==> src/rtl/led_matrix_scanner_if.sv <==
// led_matrix_scanner_if: back-buffer write port and frame swap handshake
interface led_matrix_scanner_if;
    logic       wr_en;
    logic [2:0] wr_row;
    logic [7:0] wr_data;
    logic       swap_req;
    logic       swap_done;

    modport master (output wr_en, wr_row, wr_data, swap_req, input swap_done);
    modport slave  (input wr_en, wr_row, wr_data, swap_req, output swap_done);
endinterface

==> src/rtl/led_matrix_scanner.sv <==
// led_matrix_scanner: double-buffered 8x8 LED row-scan refresh engine with inter-row blanking
module led_matrix_scanner #(
    parameter int ROW_PERIOD   = 6250,
    parameter int BLANK_CYCLES = 250
) (
    input  logic                 i_clock,
    input  logic                 i_reset_n,
    led_matrix_scanner_if.slave  bus,
    output logic                 o_frame_start,
    output logic [7:0]           o_rows,
    output logic [7:0]           o_cols
);
    localparam int CW = $clog2(ROW_PERIOD);

    typedef enum logic {BLANK, DRIVE} state_t;

    state_t     r_state;
    state_t     w_state_nxt;
    logic [CW-1:0] r_cnt;
    logic [2:0] r_row;
    logic       r_front;
    logic       r_pending;
    logic [7:0] r_buf [0:1][0:7];
    logic       w_slot_end;
    logic       w_swap;

    assign w_slot_end = r_cnt == CW'(ROW_PERIOD - 1);
    assign w_swap     = w_slot_end && r_row == 3'd7 && (r_pending || bus.swap_req);

    // Blank at the start of each row slot, drive for the rest of it
    always_comb begin
        w_state_nxt = w_slot_end ? BLANK : (r_cnt == CW'(BLANK_CYCLES - 1)) ? DRIVE : r_state;
    end

    // State register
    always_ff @(posedge i_clock or negedge i_reset_n) begin
        if (!i_reset_n) r_state <= BLANK;
        else            r_state <= w_state_nxt;
    end

    // Slot counter and row index; row wraps 7->0 naturally in 3 bits
    always_ff @(posedge i_clock or negedge i_reset_n) begin
        if (!i_reset_n) begin
            r_cnt <= '0;
            r_row <= '0;
        end else begin
            r_cnt <= w_slot_end ? '0 : r_cnt + 1'b1;
            r_row <= w_slot_end ? r_row + 3'd1 : r_row;
        end
    end

    // Swap bookkeeping: requests latch until the frame wrap, then flip the front buffer
    always_ff @(posedge i_clock or negedge i_reset_n) begin
        if (!i_reset_n) begin
            r_front   <= 1'b0;
            r_pending <= 1'b0;
        end else if (w_swap) begin
            r_front   <= ~r_front;
            r_pending <= 1'b0;
        end else if (bus.swap_req) begin
            r_pending <= 1'b1;
        end
    end

    // Writes target the back buffer as selected before any swap in this cycle
    always_ff @(posedge i_clock or negedge i_reset_n) begin
        if (!i_reset_n) begin
            for (int i = 0; i < 2; i++)
                for (int j = 0; j < 8; j++)
                    r_buf[i][j] <= '0;
        end else if (bus.wr_en) begin
            r_buf[~r_front][bus.wr_row] <= bus.wr_data;
        end
    end

    // Registered outputs, one cycle behind state and counter
    always_ff @(posedge i_clock or negedge i_reset_n) begin
        if (!i_reset_n) begin
            o_rows        <= '0;
            o_cols        <= '0;
            o_frame_start <= 1'b0;
            bus.swap_done <= 1'b0;
        end else begin
            o_rows        <= (r_state == DRIVE) ? 8'd1 << r_row : 8'd0;
            o_cols        <= (r_state == DRIVE) ? r_buf[r_front][r_row] : 8'd0;
            o_frame_start <= r_cnt == '0 && r_row == 3'd0;
            bus.swap_done <= w_swap;
        end
    end
endmodule
==> src/flat_wrapper.sv <==
// flat-port wrapper written by rule: the top's interface ports become plain ports
module led_matrix_scanner_flat 
#(
    parameter int ROW_PERIOD   = 6250,
    parameter int BLANK_CYCLES = 250
)
  (i_clock, i_reset_n, o_frame_start, o_rows, o_cols, bus_wr_en, bus_wr_row, bus_wr_data, bus_swap_req, bus_swap_done);
  led_matrix_scanner_if bus_i ();
  input  logic i_clock;
  input  logic i_reset_n;
  output logic o_frame_start;
  output logic [7:0] o_rows;
  output logic [7:0] o_cols;
  input wire logic [$bits(bus_i.wr_en)-1:0] bus_wr_en;
  input wire logic [$bits(bus_i.wr_row)-1:0] bus_wr_row;
  input wire logic [$bits(bus_i.wr_data)-1:0] bus_wr_data;
  input wire logic [$bits(bus_i.swap_req)-1:0] bus_swap_req;
  output wire logic [$bits(bus_i.swap_done)-1:0] bus_swap_done;
  assign bus_i.wr_en = bus_wr_en;
  assign bus_i.wr_row = bus_wr_row;
  assign bus_i.wr_data = bus_wr_data;
  assign bus_i.swap_req = bus_swap_req;
  assign bus_swap_done = bus_i.swap_done;
  led_matrix_scanner #(.ROW_PERIOD(ROW_PERIOD), .BLANK_CYCLES(BLANK_CYCLES)) u_core (.i_clock(i_clock), .i_reset_n(i_reset_n), .bus(bus_i), .o_frame_start(o_frame_start), .o_rows(o_rows), .o_cols(o_cols));
endmodule
==> config.mk <==
export PLATFORM = sky130hd
export DESIGN_NAME = led_matrix_scanner_flat
export DESIGN_NICKNAME = d
export VERILOG_FILES = /design/src/rtl/led_matrix_scanner_if.sv /design/src/rtl/led_matrix_scanner.sv /design/src/flat_wrapper.sv
export SDC_FILE = /design/constraint.sdc
export NUM_CORES = 1
export LEC_CHECK = 0
export BUFFER_PORTS_ARGS = -buffer_cell sky130_fd_sc_hd__clkbuf_2
export CORE_UTILIZATION = 55
export DETAILED_ROUTE_END_ITERATION = 8
export PLACE_DENSITY_LB_ADDON = 0.3
export SYNTH_ARGS = -nofsm -noshare
export SYNTH_HDL_FRONTEND = slang
export SYNTH_SLANG_ARGS = --single-unit
export TNS_END_PERCENT = 10
==> constraint.sdc <==
create_clock -name i_clock -period 1.95 [get_ports i_clock]
set_clock_uncertainty 0.05 [all_clocks]
set_input_delay 0.2925 -clock i_clock [delete_from_list [all_inputs] [get_ports i_clock]]
set_output_delay 0.2925 -clock i_clock [all_outputs]
set_load 0.02 [all_outputs]
==> results of run 1 <==
## final cells by class
type                       instances  area [um^2]  share of cell area, %
clock buffer                      21        470.5                  5.467
clock inverter                     8        123.9                  1.440
inverter                           6        22.52                 0.2617
multi-input combinational        343         3206                  37.25
sequential                       165         4133                  48.03
tap                              176        220.2                  2.559
timing repair buffer              60        429.2                  4.988
## Yosys cell counts, drive strengths merged (6+ instances only)
library cell    n  area [um^2]
a22oi          29        217.7
and3            8        50.05
buf            14        97.59
clkbuf         14        52.55
dfrtp         165         4129
ha              9        112.6
mux2          128         1501
mux2i          57        570.6
nand2          13        48.80
nand3          23        120.1
nor2           19        93.84
xnor2           6        52.55
## flip-flops by register name, indices dropped and copies added, names as in the netlist
name                  cells
u_core.o_frame_start      1
u_core.r_pending          1
u_core.r_cnt             13
u_core.o_cols             8
u_core.r_front            1
u_core.bus.swap_done      1
u_core.r_row              3
u_core.r_state            1
u_core.o_rows             8
u_core.r_buf            128
## final timing paths
| path | startpoint | endpoint | slack, ps | cells after the start |
|---|---|---|---|---|
| setup / recovery | u_core.r_front | u_core.o_cols[5] | 100 | 6 |
| setup reg to reg | u_core.r_front | u_core.o_cols[5] | 100 | 6 |
| min in group asynchronous | i_reset_n | u_core.o_rows[4] | 340 | 2 |
| hold reg to reg | u_core.r_cnt[10] | u_core.r_cnt[10] | 450 | 1 |
| max in group asynchronous | i_reset_n | u_core.r_buf[110] | 930 | 3 |
| hold / removal | bus_swap_req | u_core.r_pending | 100 | 3 |
## metal layers
metal  vias to the layer above  GRT usage [%]  routed length (um)
li1                       2055              -                   -
met1                      2385          31.33                6790
met2                       104          41.26                7956
met4                         0          9.098                 281
met3                        25          6.034                 711
met5                         -              0                   0
## cells by family (layout without fill, tap and decap cells)
family / count (synthesis) / in the layout / synth area share, %
compound gates: 38 / 38 / 3.650
xor+xnor: 11 / 11 / 1.283
fa+ha+maj: 9 / 9 / 1.500
buf+inv: 34 / 95 / 2.300
flops: 165 / 165 / 55.00
mux: 189 / 189 / 28.80
simple gates: 96 / 96 / 7.467
## per-stage QoR
| stage | instance area, um^2 | setup slack [ps] | cells |
|---|---|---|---|
| finish | 8605 | 101.7 | 779 |
| global route | 8605 | 6.320 | 779 |
| CTS | 8605 | 83.73 | 779 |
| detailed placement | 8000 | 108.3 | 749 |
| global placement | 8000 | 143.9 | 749 |
| floorplan | 7507 | 333.3 | 542 |
## layout by cell type, fill, tap and decap left out, drive strengths merged, types with 4 or more instances in the layout
cell type,count
dfrtp,165
mux2,128
mux2i,57
clkbuf,52
a22oi,29
buf,28
nand3,23
nor2,19
nand2,13
ha,9
and3,8
xnor2,6
inv,6
xor2,5
and2,5
and4,4
nand4,4
nor2b,4
mux4,4
nand3b,4
## power by group through the flow
stage	sequential (mW)	combinational [mW]	clock [mW]
after floorplan	3.88	0.313	0
after global placement	3.91	0.458	0
after detailed placement	3.93	0.489	0
after CTS	3.87	0.494	3.43
after global routing	3.90	0.536	3.57
final	3.87	0.484	3.38
## critical path, stage by stage (launching register included)
cell and delay, ps:
dfrtp_4 480, buf_4 340, buf_4 290, mux2i_1 230, a22oi_1 120, nand3_1 130, nand2_1 90
## what timing repair did
item	4_1_cts	5_1_grt
hold endpoints to repair	44	0
gates resized for setup	0	0
hold buffers	1	0
==> impl_metrics.env, run 1 <==
export IMPL_status="finished clean"
export IMPL_ys_seq_area_share_pct=55.00
export IMPL_internal_power_mw=6.078
export IMPL_overflow=0
export IMPL_grt_max_degree=51
export IMPL_cts_tree="yes"
export IMPL_ys_async_sr_fraction_pct=100.0
export IMPL_fin_crit_sh_pct=94.78
export IMPL_setup_violations=0
export IMPL_firstDrtPassIters=4
export IMPL_max_clock_path_buffers=2
export IMPL_antenna_diode_count=0
export IMPL_finalPower_mw=7.740
export IMPL_syn_instance_count=542
export IMPL_grt_first_pass_wirelength_mm=26.39
export IMPL_synth_edf_count=0
export IMPL_std_cell_rows=42
export IMPL_vias=4569
export IMPL_p_per_area_nw_per_um2=899.6
export IMPL_ys_flop_type="dfrtp_1"
export IMPL_sequentialPowerShare_pct=50.0
export IMPL_end_kind="flip-flop"
export IMPL_chipHeight_um=118.8
export IMPL_cp_start_kind="flip-flop"
export IMPL_place_gp_congestion=0.8078
export IMPL_ys_types=40
export IMPL_rsz0062_at_grt="false"
export IMPL_drc=0
export IMPL_hpwl_mm=10.38
export IMPL_nNetsFinal=617
export IMPL_first_global_vias=4931
export IMPL_cts_made_buffers=17
export IMPL_fmax_mhz=541.0
export IMPL_routed_wl_mm=15.74
export IMPL_arrival_ps=2100
export IMPL_die_area_um2=14120
export IMPL_finalCriticalPeriod_ps=1848
export IMPL_die_w_um=118.8
export IMPL_path_clk_slew_ps=60
export IMPL_initial_core_util_pct=56.47
export IMPL_switching_share_pct=21.47
export IMPL_io_buffers=32
export IMPL_synth_area_um2=7507
export IMPL_antenna_found_initial=0
export IMPL_syn_num_nets=566
export IMPL_cts_setup_buffers=0
export IMPL_wl_per_cell_um=20.20
export IMPL_required_ps=2200
export IMPL_fin_setup_tns_ps=0
export IMPL_viasPerCell=5.865
export IMPL_slew_viol_final=0
export IMPL_fill_cells=980
export IMPL_final_layout_size_suffix_gt1_share_pct=38.47
export IMPL_drt_iter0_drc=307
export IMPL_ys_seq_elements=165
export IMPL_yosysWarnings=0
export IMPL_slew_limit_headroom_pct=62.95
export IMPL_area_delta_synth_final_pct=14.62
export IMPL_fin_util_pct=64.72
export IMPL_ant_nets=0
export IMPL_critical_path_class="flip-flop to flip-flop"
export IMPL_tightestPinTransition_ps=555.7
export IMPL_cap_violations=0
export IMPL_combPwrFrac_pct=6.3
export IMPL_cts_root_buf="clkbuf_16"
export IMPL_max_vdd_ir_drop_v=0.0006951
export IMPL_clock_sinks=165
export IMPL_h_tree_depth=4
export IMPL_crit_fanout=19
export IMPL_hold_path_class="primary input to flip-flop"
export IMPL_power_switching_mw=1.662
export IMPL_p_leak_nw=3.969
export IMPL_fin_hold_ws_ps=95.20
export IMPL_clock_latency_ps=420
export IMPL_ios=33
export IMPL_core_area_um2=13300
export IMPL_grt_total_usage_pct=24.72
export IMPL_pwr_share_clk_pct=43.7
export IMPL_hold_violations=0
export IMPL_avgSynthCellArea_um2=13.85
Power figures use the tool's default switching activity.
==> inputs of run 2 (changes only) <==
--- a/config.mk
+++ b/config.mk
@@ -9,6 +9,7 @@
 export CORE_UTILIZATION = 55
 export DETAILED_ROUTE_END_ITERATION = 8
 export PLACE_DENSITY_LB_ADDON = 0.3
+export SETUP_SLACK_MARGIN = 0.4
 export SYNTH_ARGS = -nofsm -noshare
 export SYNTH_HDL_FRONTEND = slang
 export SYNTH_SLANG_ARGS = --single-unit
==> constraint.sdc (replaced) <==
create_clock -name i_clock -period 1.7 [get_ports i_clock]
set_clock_uncertainty 0.05 [all_clocks]
set_input_delay 0.255 -clock i_clock [delete_from_list [all_inputs] [get_ports i_clock]]
set_output_delay 0.255 -clock i_clock [all_outputs]
set_load 0.02 [all_outputs]
==> run 2 against run 1 <==
Effect of this change:
- the run now ends with setup timing left
- clock power grew 16%
- fmax grew 4.1%
- final area grew 15%
- sequential cell count is the same
- combinational power grew 53%
- register-to-register slack lost 180 ps
- non-clock buffer count grew 33
- cell count grew 4.6%
- worst setup slack lost 180 ps
- utilization grew 9.9 points
- critical path depth grew 1
- count of clock-buffer cells in the layout grew 1
- critical path type unchanged
==> impl_metrics.env, run 2 (same netlist as run 1, synthesis figures left out) <==
export IMPL_overflow=0
export IMPL_cts_made_buffers=17
export IMPL_path_clk_slew_ps=60
export IMPL_ant_nets=0
export IMPL_worstRegToRegCells=7
export IMPL_top_usage_layer="met2"
export IMPL_use_met3_pct=4.789
export IMPL_p_leak_nw=4.525
export IMPL_vias=4934
export IMPL_top_regs="u_core.r_buf x128, u_core.r_cnt x13"
export IMPL_required_ps=1950
export IMPL_max_stage_delay_ps=560
export IMPL_area_delta_synth_final_pct=32.23
export IMPL_fin_util_pct=74.67
export IMPL_end_kind="flip-flop"
export IMPL_largest_reg_flops=128
export IMPL_fin_crit_sh_pct=104.4
export IMPL_place_gp_congestion=0.7971
export IMPL_crit_top_cell="buf_12"
export IMPL_top_register="u_core.r_buf"
export IMPL_use_met2_pct=43.42
export IMPL_violations="setup timing"
export IMPL_final_cell_mix="dfrtp_1 (163), mux2_4 (98), mux2i_1 (41), mux2_2 (30), clkbuf_2 (29)"
export IMPL_wl_per_cell_um=23.17
export IMPL_stdcell_count=815
export IMPL_viasPerCell=6.054
export IMPL_grt_max_degree=44
export IMPL_grt_total_usage_pct=27.09
export IMPL_initial_core_util_pct=56.47
export IMPL_core_area_um2=13300
export IMPL_nNetsFinal=651
export IMPL_hold_violations=0
export IMPL_hold_path_class="primary input to flip-flop"
export IMPL_grt_first_pass_wirelength_mm=29.05
export IMPL_finalPower_mw=9.164
export IMPL_min_from="bus_swap_req"
export IMPL_antenna_diode_count=0
export IMPL_critical_path_class="flip-flop to flip-flop"
export IMPL_fill_cells=773
export IMPL_placed_cells=766
export IMPL_arrival_ps=2020
export IMPL_clock_latency_ps=420
export IMPL_final_layout_size_suffix_gt1_share_pct=52.90
export IMPL_io_buffers=32
export IMPL_chipHeight_um=118.8
export IMPL_hpwl_mm=11.18
export IMPL_max_vdd_ir_drop_v=0.0007731
export IMPL_setup_violations=36
export IMPL_die_area_um2=14120
export IMPL_setup_slack_ps=-74.75
export IMPL_finalCriticalPeriod_ps=1775
export IMPL_status="finished, violations left"
export IMPL_std_cell_rows=42
export IMPL_antenna_found_initial=0
export IMPL_clock_sinks=165
export IMPL_min_path_cells=3
export IMPL_crit_fanout=8
export IMPL_cp_startpoint="u_core.r_front"
export IMPL_cp_start_kind="flip-flop"
export IMPL_drc=0
export IMPL_fmax_mhz=563.5
export IMPL_final_common_cell="dfrtp_1"
export IMPL_r2r_start="u_core.r_front"
export IMPL_slew_viol_final=0
export IMPL_routed_wl_mm=18.88
export IMPL_cpMaxStageDelayCell="dfrtp_4"
export IMPL_cap_violations=0
export IMPL_grtUsageMet1_pct=37.13
export IMPL_rsz0062_at_grt="true"
export IMPL_h_tree_depth=4
export IMPL_max_clock_path_buffers=2
export IMPL_crit_chain="buf_12, buf_16, buf_12, mux2i_1, a22oi_1, nand3_1, nand2_1"
export IMPL_cts_tree="yes"
export IMPL_slew_limit_headroom_pct=60.57
export IMPL_tightestPinTransition_ps=591.5
export IMPL_cts_root_buf="clkbuf_16"
export IMPL_p_per_area_nw_per_um2=923.2
export IMPL_drt_iter0_drc=413
export IMPL_firstDrtPassIters=7
export IMPL_first_global_vias=5175
export IMPL_die_w_um=118.8
export IMPL_ios=33
[run 2: layer usage]
metal / share of wire, % / up-vias
met5: 0 / -
met4: 2.0 / 0
met3: 4.0 / 45
met2: 51 / 160
met1: 43 / 2588
li1: - / 2141
[run 2: power by group]
| group | leakage [nW] | internal (mW) | switching, mW |
|---|---|---|---|
| Combinational | 2.07 | 0.463 | 0.279 |
| Clock | 0.296 | 2.41 | 1.52 |
| Sequential | 2.16 | 4.27 | 0.224 |
| Total | 4.53 | 7.14 | 2.02 |
[run 2: layout make-up]
type	instances	area (um^2)	share of cell area [%]
Timing Repair Buffer	93	1002	10.10
Inverter	6	25.02	0.2521
Tap cell	176	220.2	2.218
Clock inverter	9	126.4	1.273
Multi-Input combinational cell	344	3945	39.74
Clock buffer	22	474.2	4.777
Sequential cell	165	4134	41.64
[run 2: critical path: cells and delay by family (launching register included)]
kind,cells,cell delay [ps]
flops,1,560
buf+inv,3,440
compound gates,1,140
simple gates,2,220
mux,1,240
[run 2: through the flow]
stage          hold slack [ps]  TNS [ps]  instance area [um^2]  worst slack (ps)
2_1_floorplan           -90.59         0                  7507             83.30
3_3_place_gp             154.3    -104.1                  8215            -36.43
3_5_place_dp             165.6    -513.4                  8215            -56.21
4_1_cts                  41.94    -145.9                  9478            -25.98
5_1_grt                  79.01     -2977                  9927            -141.7
6_report                 58.04    -654.3                  9927            -74.75
[run 2: final timing paths]
check / end / slack (ps)
min: u_core.r_pending / 60
max reg2reg: u_core.o_cols[4] / -70
min in group asynchronous: u_core.r_pending / 280
max: u_core.o_cols[4] / -70
max in group asynchronous: u_core.r_buf[46] / 710
min reg2reg: u_core.r_buf[80] / 460
[run 2: repair_timing]
action / in CTS / in global routing
hold endpoints to repair: 39 / 0
cloned: 1 / 3
pin swaps: 38 / 38
hold buffers: 1 / 0
setup buffers: 5 / 8
gates resized for setup: 158 / 62
endpoints found under the setup margin: 157 / 159
